$ cat src/rtl/edu_pkg.sv
// Shared constants and FSM state encoding for the EDU round-robin scheduler.
package edu_pkg;

  localparam int unsigned DW   = 7;
  localparam int unsigned SYNW = 3;

  typedef enum logic [0:0] {
    ARB   = 1'b0,
    ISSUE = 1'b1
  } edu_state_e;

endpackage

$ cat src/rtl/edu_rr_pick.sv
// Combinational round-robin picker: first eligible requester after rr_ptr_i, wrapping modulo NREQ.
module edu_rr_pick #(
  parameter int unsigned NREQ = 4,
  parameter int unsigned TW   = $clog2(NREQ)
) (
  input  logic [NREQ-1:0] eligible_i,
  input  logic [TW-1:0]   rr_ptr_i,
  output logic            grant_valid_o,
  output logic [TW-1:0]   grant_idx_o
);

  int unsigned idx;

  // Scan rr_ptr+1 .. rr_ptr+NREQ so the last winner has the lowest priority.
  always_comb begin
    grant_valid_o = 1'b0;
    grant_idx_o   = '0;
    idx           = 0;
    for (int unsigned k = 1; k <= NREQ; k++) begin
      idx = (32'(rr_ptr_i) + k) % NREQ;
      if (!grant_valid_o && eligible_i[TW'(idx)]) begin
        grant_valid_o = 1'b1;
        grant_idx_o   = TW'(idx);
      end
    end
  end

endmodule

$ cat src/rtl/edu_rr_scheduler.sv
// Shares one Hamming(7,4) EDU among NREQ requesters: round-robin capture, tagged issue,
// tag-routed result slots, saturating corrected-word counter and sticky protocol error.
module edu_rr_scheduler
  import edu_pkg::*;
#(
  parameter int unsigned NREQ = 4,
  parameter int unsigned DW   = edu_pkg::DW,
  parameter int unsigned TW   = $clog2(NREQ),
  parameter int unsigned CNTW = 16
) (
  input  logic               clk,
  input  logic               reset,
  input  logic [NREQ-1:0]    in_valid,
  output logic [NREQ-1:0]    in_ready,
  input  logic [NREQ*DW-1:0] in_data,
  output logic               edu_req_valid,
  input  logic               edu_req_ready,
  output logic [DW-1:0]      edu_req_data,
  output logic [TW-1:0]      edu_req_tag,
  input  logic               edu_rsp_valid,
  output logic               edu_rsp_ready,
  input  logic [DW-1:0]      edu_rsp_data,
  input  logic [TW-1:0]      edu_rsp_tag,
  input  logic [SYNW-1:0]    edu_rsp_syndrome,
  output logic [NREQ-1:0]    out_valid,
  input  logic [NREQ-1:0]    out_ready,
  output logic [NREQ*DW-1:0] out_data,
  output logic [CNTW-1:0]    corr_cnt,
  output logic               protocol_err
);

  edu_state_e         state_q,     state_d;
  logic [TW-1:0]      rr_ptr_q,    rr_ptr_d;
  logic [NREQ-1:0]    busy_q,      busy_d;
  logic [NREQ-1:0]    in_ready_q,  in_ready_d;
  logic               req_valid_q, req_valid_d;
  logic [DW-1:0]      req_data_q,  req_data_d;
  logic [TW-1:0]      req_tag_q,   req_tag_d;
  logic [NREQ-1:0]    out_valid_q, out_valid_d;
  logic [NREQ*DW-1:0] out_data_q,  out_data_d;
  logic [CNTW-1:0]    corr_cnt_q,  corr_cnt_d;
  logic               perr_q,      perr_d;

  logic [NREQ-1:0]    eligible;
  logic               grant_valid;
  logic [TW-1:0]      grant_idx;
  logic               rsp_tag_busy;
  logic               rsp_slot_full;
  logic               rsp_fire;
  logic               rsp_hit;

  assign eligible = in_valid & ~busy_q;

  edu_rr_pick #(
    .NREQ (NREQ),
    .TW   (TW)
  ) u_pick (
    .eligible_i    (eligible),
    .rr_ptr_i      (rr_ptr_q),
    .grant_valid_o (grant_valid),
    .grant_idx_o   (grant_idx)
  );

  // Tag lookup; a tag outside 0..NREQ-1 matches no slot and reads as not outstanding.
  always_comb begin
    rsp_tag_busy  = 1'b0;
    rsp_slot_full = 1'b0;
    for (int unsigned i = 0; i < NREQ; i++) begin
      if (edu_rsp_tag == TW'(i)) begin
        rsp_tag_busy  = busy_q[i];
        rsp_slot_full = out_valid_q[i];
      end
    end
  end

  assign edu_rsp_ready = ~reset & ~rsp_slot_full;
  assign rsp_fire      = edu_rsp_valid & edu_rsp_ready;
  assign rsp_hit       = rsp_fire & rsp_tag_busy;

  always_ff @(posedge clk) begin
    if (reset) begin
      state_q     <= ARB;
      rr_ptr_q    <= TW'(NREQ - 1);
      busy_q      <= '0;
      in_ready_q  <= '0;
      req_valid_q <= 1'b0;
      req_data_q  <= '0;
      req_tag_q   <= '0;
      out_valid_q <= '0;
      out_data_q  <= '0;
      corr_cnt_q  <= '0;
      perr_q      <= 1'b0;
    end else begin
      state_q     <= state_d;
      rr_ptr_q    <= rr_ptr_d;
      busy_q      <= busy_d;
      in_ready_q  <= in_ready_d;
      req_valid_q <= req_valid_d;
      req_data_q  <= req_data_d;
      req_tag_q   <= req_tag_d;
      out_valid_q <= out_valid_d;
      out_data_q  <= out_data_d;
      corr_cnt_q  <= corr_cnt_d;
      perr_q      <= perr_d;
    end
  end

  always_comb begin
    state_d     = state_q;
    rr_ptr_d    = rr_ptr_q;
    busy_d      = busy_q;
    in_ready_d  = '0;
    req_valid_d = req_valid_q;
    req_data_d  = req_data_q;
    req_tag_d   = req_tag_q;
    out_valid_d = out_valid_q;
    out_data_d  = out_data_q;
    corr_cnt_d  = corr_cnt_q;
    perr_d      = perr_q;

    // Capture / issue FSM
    unique case (state_q)
      ARB: begin
        if (grant_valid) begin
          for (int unsigned i = 0; i < NREQ; i++) begin
            if (grant_idx == TW'(i)) begin
              in_ready_d[i] = 1'b1;
              busy_d[i]     = 1'b1;
              req_data_d    = in_data[i*DW +: DW];
            end
          end
          req_tag_d   = grant_idx;
          rr_ptr_d    = grant_idx;
          req_valid_d = 1'b1;
          state_d     = ISSUE;
        end
      end
      ISSUE: begin
        if (edu_req_ready) begin
          req_valid_d = 1'b0;
          state_d     = ARB;
        end
      end
      default: state_d = ARB;
    endcase

    // Response routing; a slot being filled cannot also be handshaking out.
    if (rsp_hit) begin
      for (int unsigned i = 0; i < NREQ; i++) begin
        if (edu_rsp_tag == TW'(i)) begin
          out_valid_d[i]           = 1'b1;
          out_data_d[i*DW +: DW]   = edu_rsp_data;
        end
      end
      if ((edu_rsp_syndrome != '0) && (corr_cnt_q != {CNTW{1'b1}})) begin
        corr_cnt_d = corr_cnt_q + CNTW'(1);
      end
    end else if (rsp_fire) begin
      perr_d = 1'b1;
    end

    // Output slot drain frees the requester for arbitration next cycle.
    for (int unsigned i = 0; i < NREQ; i++) begin
      if (out_valid_q[i] && out_ready[i]) begin
        out_valid_d[i] = 1'b0;
        busy_d[i]      = 1'b0;
      end
    end
  end

  assign in_ready      = in_ready_q;
  assign edu_req_valid = req_valid_q;
  assign edu_req_data  = req_data_q;
  assign edu_req_tag   = req_tag_q;
  assign out_valid     = out_valid_q;
  assign out_data      = out_data_q;
  assign corr_cnt      = corr_cnt_q;
  assign protocol_err  = perr_q;

endmodule

$ cat config.mk
export PLATFORM = sky130hd
export DESIGN_NAME = edu_rr_scheduler
export DESIGN_NICKNAME = d
export VERILOG_FILES = /design/src/rtl/edu_pkg.sv /design/src/rtl/edu_rr_pick.sv /design/src/rtl/edu_rr_scheduler.sv
export SDC_FILE = /design/constraint.sdc
export NUM_CORES = 1
export LEC_CHECK = 0
export BUFFER_PORTS_ARGS = -buffer_cell sky130_fd_sc_hd__buf_2
export CORE_ASPECT_RATIO = 0.5
export CORE_UTILIZATION = 49
export DETAILED_ROUTE_END_ITERATION = 10
export PLACE_DENSITY = 0.8
export SLEW_MARGIN = 20
export SYNTH_ARGS = -nofsm -noshare
export SYNTH_HDL_FRONTEND = slang
export SYNTH_SLANG_ARGS = --single-unit
$ cat constraint.sdc
create_clock -name clk -period 2.9 [get_ports clk]
set_input_delay 0.29 -clock clk [delete_from_list [all_inputs] [get_ports clk]]
set_output_delay 0.29 -clock clk [all_outputs]
set_load 0.01 [all_outputs]
# Word-level counts from Yosys, hierarchy flattened

Cells that the tools add are included.

Register bits after elaboration: 70
Bits of input ports: 52
Output and inout port bits: 64
Word-level logic and storage cells: 119

$add $sub $neg: 5
Order comparisons: 4
Equality and inequality tests: 9
Muxes and demuxes: 38
Bitwise logic cells: 10
Reduce and logical (&&, ||, !) cells: 33

Operators with widths:

| operator                                                                     | count |
|---|---|
| 7-bit 2-to-1 mux                                                             | 4 |
| 1-bit 2-to-1 mux                                                             | 24 |
| 16-bit by 1-bit adder with 16-bit output, second input constant              | 1 |
| 16-bit != test, second input constant                                        | 1 |
| 2-bit AND reduction                                                          | 8 |
| 3-bit AND reduction                                                          | 5 |
| 2-bit by 3-bit less-than comparator with 1-bit output, second input constant | 4 |
| 1-bit binary-select mux with 2-bit select                                    | 4 |
| 2-bit equality test, second input constant                                   | 4 |
| 1-bit logical AND                                                            | 8 |
| 2-bit 2-to-1 mux                                                             | 4 |
| 2-bit OR reduction                                                           | 4 |
| 1-bit inverter                                                               | 5 |
| 2-bit by 1-bit adder with 2-bit output, second input constant                | 2 |
| 2-bit adder, second input constant                                           | 2 |
| 4-bit AND                                                                    | 1 |
| 2-bit by 1-bit equality test with 1-bit output, second input constant        | 2 |
| 2-bit logical NOT                                                            | 2 |
| 2-bit != test, second input constant                                         | 2 |
| 4-bit inverter                                                               | 1 |
| 1-bit case mux with 2 select lines                                           | 2 |
| 4-bit nonzero test                                                           | 1 |
| 1-bit AND                                                                    | 3 |
| 1-bit logical NOT                                                            | 3 |
| other kinds (2)                                                              | 2 |

# Depth between registers and ports, before layout

Depth in word-level cells: 19
Mapped depth: 7
Depth with buffers taken out: 6

# Hierarchy

From an unflattened synthesis, not the netlist that was laid out.

Cell total of the unflattened synthesis: 330
Area total of the unflattened synthesis: 3124.2 um^2

By module, submodules not included:

| module           | instances | cells each | area an instance (um^2) | seq. area each (um^2) |
|---|---|---|---|---|
| edu_rr_scheduler | 1         | 316        | 3032.9                  | 1401.3 |
| edu_rr_pick      | 1         | 14         | 91.3                    | 0.0 |

# Least setup slack after synthesis

OpenSTA, ideal clock, no wires.

Path kind: register -> register
Start point: register corr_cnt_q[0] (netlist: corr_cnt[0])
End point: register corr_cnt_q[15] (netlist: corr_cnt[15])
Setup time: 123 ps
Data arrival time: 2128 ps
Required time: 2777 ps
Setup slack: 648 ps
Cell stages (with the launch flop): 7
Clock period less this slack: 2252 ps
Cells stage by stage: dfxtp_1 > ha_1 > nand4_1 > nor4_1 > nor3_2 > nand4_1 > mux2_1

Longest elaborated chain between the ends: 3
Elaborated cells on any way between the ends: 4

Ends and longest elaborated chain:

| item                                                                             | line                    | source |
|---|---|---|
| start: declaration                                                               | edu_rr_scheduler.sv:41  | `logic [CNTW-1:0] corr_cnt_q, corr_cnt_d;` |
| start signal: assignment                                                         | edu_rr_scheduler.sv:103 | `corr_cnt_q <= corr_cnt_d;` |
| branches (longest 3 deep; another with 16-bit by 1-bit adder with 16-bit output) | -                       |  |

Parallel ways; which one is timed is not known.
A chain may end at the register's enable or synchronous reset.

# Worst setup path in the final report

Start point: register out_valid_q[1] (netlist: out_valid[1])
End point: register corr_cnt_q[15] (netlist: corr_cnt[15])

Longest elaborated chain between the ends: 8

Ends and longest elaborated chain:

| item                          | line                    | source |
|---|---|---|
| start: declaration            | edu_rr_scheduler.sv:39  | `logic [NREQ-1:0] out_valid_q, out_valid_d;` |
| start signal: assignment      | edu_rr_scheduler.sv:101 | `out_valid_q <= out_valid_d;` |
| 1-bit 2-to-1 mux (3 in a row) | edu_rr_scheduler.sv:69  | `if (edu_rsp_tag == TW'(i)) begin` |
| 1-bit inverter                | edu_rr_scheduler.sv:76  | `assign edu_rsp_ready = ~reset & ~rsp_slot_full;` |
| 1-bit AND                     | edu_rr_scheduler.sv:76  |  |
| 1-bit AND                     | edu_rr_scheduler.sv:77  | `assign rsp_fire = edu_rsp_valid & edu_rsp_ready;` |
| 1-bit AND                     | edu_rr_scheduler.sv:78  | `assign rsp_hit = rsp_fire & rsp_tag_busy;` |
| 2-bit AND reduction (no line) | -                       |  |

No other way between the ends.

==> out/metrics.csv <==
metric,value,unit
status,completed,
number of synthesized flops with an enable pin,0,
combinational power share,13.5,%
maximum clock rate,446,MHz
Hold Path End,busy_q[1],
ranking of synthesized cells by area,"dfxtp_1 (45%), mux2i_1 (12%), nor2_1 (5.5%), a21oi_1 (3.4%), xnor2_1 (3.1%)",
slowest cell on the critical path,mux4_2,
Final Skew,6.45,ps
Startpoint Class,register,
# setup viols final,0,
final cycle utilization of the critical path,77.4,%
biggest area consumer among synthesized cells,dfxtp_1,
synthesized instance count,332,
Initial DRC Count,157,
Yosys reg bits,70,
critical path capture point type,register,
"Worst Path Class, Setup",register to register,
CTS tree,built,
sequential element share of the synthesized area,45.3,%
Initial Utilization,50.8,%
initial antenna violation count,0,
HPWL after DPL,5320,um
WL met3,412,um
area delta synth->final,32.0,%
Cell Int Power,2.02,mW
Vias,2841,
Post-Place Setup Slack,522,ps
share of cells above drive strength 1,32.1,%
max_cap viols,0,
site row count,20,
clock-pin slew on the worst setup and hold paths,60,ps
CTS Hold Bufs,0,
RSZ-0062 raised after global routing,no,
Hold Crit Start,out_ready[1],
WL/cell,13.7,um
Yosys top cell area share,45.3,%
max_slew headroom,62.0,%
critical path peak fanout,13,
sw frac,24.2,%
full die area,6650,um^2
Crit Reg-Reg Startpoint,out_valid[1],
CP bufs+invs,1,
hold depth,2,
global route overflow,0,
hold_ws,186,ps
CTS Root Cell,clkbuf_16,
largest net degree at the start of global routing,39,
metal2 WL,3620,um
syn_nets,385,
most numerous cell in the Yosys netlist,dfxtp_1,
clock period minus final worst setup slack,2240,ps
R2R Setup Slk,660,ps
ANT cells,0,
H-tree depth,3,
Hold Crit Class,input port to register,
endpoints failing hold,0,
I/O pin count,116,
Critical R2R Capture,corr_cnt[15],
synth unique cells,47,
CTS Sinks,70,
Core Region,6080,um^2
gp weighted congestion,0.880,
Post-CTS Setup Bufs,0,
DR DRC count,0,
post-synthesis area per instance,9.31,um^2
vias in the first global route,2627,
Power Dens Cells,653,nW/um^2
worst path arrival time,2450,ps
clock buffer depth,2,
ys async rst share,0,%
CP cell instances,"mux4_2, nand4bb_1, buf_4, nor3_2, nand4_1, mux2_1",
all-layer global routing usage,23.7,%
Chip Height,58.2,um
Antenna Nets Post-Route,0,
top cells by instance count after synthesis,"dfxtp_1 (70), nor2_1 (45), mux2i_1 (38), nand2_1 (25), a21oi_1 (21)",
die width,114,um
drt via density,5.26,
first-pass GRT wire length,12100,um
synth warn,0,
"Req. time, crit path",3110,ps
cts bufs inserted,9,
Top Metal Used,met4,
Max rail drop VDD,0.000482,V
final WL,7400,um
Clock power frac,47.0,%
Pleak,1.90,nW
"CP delay by family, top",multiplexers,
sequential power share,39.5,%
"slowest stage delay, CP",480,ps
Final #Nets,500,
Syn Std Cell Area,3090,um^2
post-cts sizing count,0,
M1 WL,3300,um
Max Slew Vio Count,0,
FF-to-FF path depth,6,
setup TNS,0,ps
I/O Buffers,115,
Psw,646,uW
top_reg_cell synth,dfxtp_1,
First-pass DRT Iterations,4,
Least-Margin Pin Slew,565,ps
clk_lat worst skew,330,ps
min setup slack post-route,656,ps
-- per-layer routing --
layer	vias up	track usage, %
met1	1324	28.5
met5	-	0
met2	89	40.3
li1	1420	-
met3	8	7.53
met4	0	8.91
-- through the flow --
step                      cells  power, mW  area (um^2)  util [%]
after floorplan             332       1.30         3090         -
after global placement      524       1.42         3730      61.4
after detailed placement    524       1.43         3730      61.4
after CTS                   540       2.69         4080      67.1
after global routing        540       2.78         4080      67.1
final                       540       2.66         4080      67.1
-- cell families (layout without fill, tap and decap cells) --
logic type	Yosys count	in the layout	share of synthesized area, %
muxes	42	42	14.6
adders and majority gates	1	1	0.405
xor gates and xnor gates	11	11	3.12
AOI/OAI and AO/OA	46	46	9.80
buffers and inverters	23	143	3.81
and+or+nand+nor	139	139	22.9
DFF	70	70	45.3
-- cell usage in the layout (no fill, tap or decap), types with 3 or more instances in the layout --
master | synthesis | final
nand3b_1 | 8 | 8
bufinv_16 | 0 | 3
buf_4 | 1 | 6
o21a_1 | 3 | 3
buf_2 | 4 | 115
nand2b_1 | 9 | 9
nor2b_1 | 6 | 6
nor2_1 | 45 | 45
mux2i_1 | 38 | 38
nand2_1 | 25 | 25
xnor2_1 | 11 | 11
dfxtp_1 | 70 | 70
nor4_1 | 9 | 9
o221ai_1 | 7 | 7
a21oi_1 | 21 | 21
clkbuf_16 | 0 | 9
nor3_1 | 12 | 12
nand4_1 | 6 | 6
inv_1 | 6 | 6
nand3_1 | 6 | 6
-- state kept, by name, indices dropped and copies added, names as in the netlist --
name / cells
edu_req_valid: 1
busy_q: 4
edu_req_tag: 2
in_ready: 4
rr_ptr_q: 2
out_data: 28
state_q: 1
protocol_err: 1
edu_req_data: 7
corr_cnt: 16
out_valid: 4
-- area by class of cell --
cell class,instances,area [um^2]
fill,507,2000
tap,88,110
sequential,70,1400
inverter,6,22.5
clock buffer,9,225
timing repair buffer,121,621
multi-input combinational,239,1580
clock inverter,7,120
-- worst max-delay path by stage --
stage	end	cells past startpoint	start
global placement	corr_cnt[15]	7	edu_rsp_tag[0]
global route	corr_cnt[15]	6	out_valid[3]
detailed placement	corr_cnt[15]	7	edu_rsp_tag[0]
floorplan	corr_cnt[15]	6	corr_cnt[0]
finish	corr_cnt[15]	6	out_valid[1]
CTS	corr_cnt[15]	6	out_valid[3]
-- power groups by stage --
stage | Combinational [mW] | Clock (mW) | Sequential, mW
final | 0.360 | 1.25 | 1.05
after global routing | 0.395 | 1.33 | 1.06
after CTS | 0.359 | 1.28 | 1.05
after detailed placement | 0.356 | 0 | 1.07
after global placement | 0.350 | 0 | 1.07
after floorplan | 0.218 | 0 | 1.08
No activity file was read; power rests on OpenSTA's default activity.
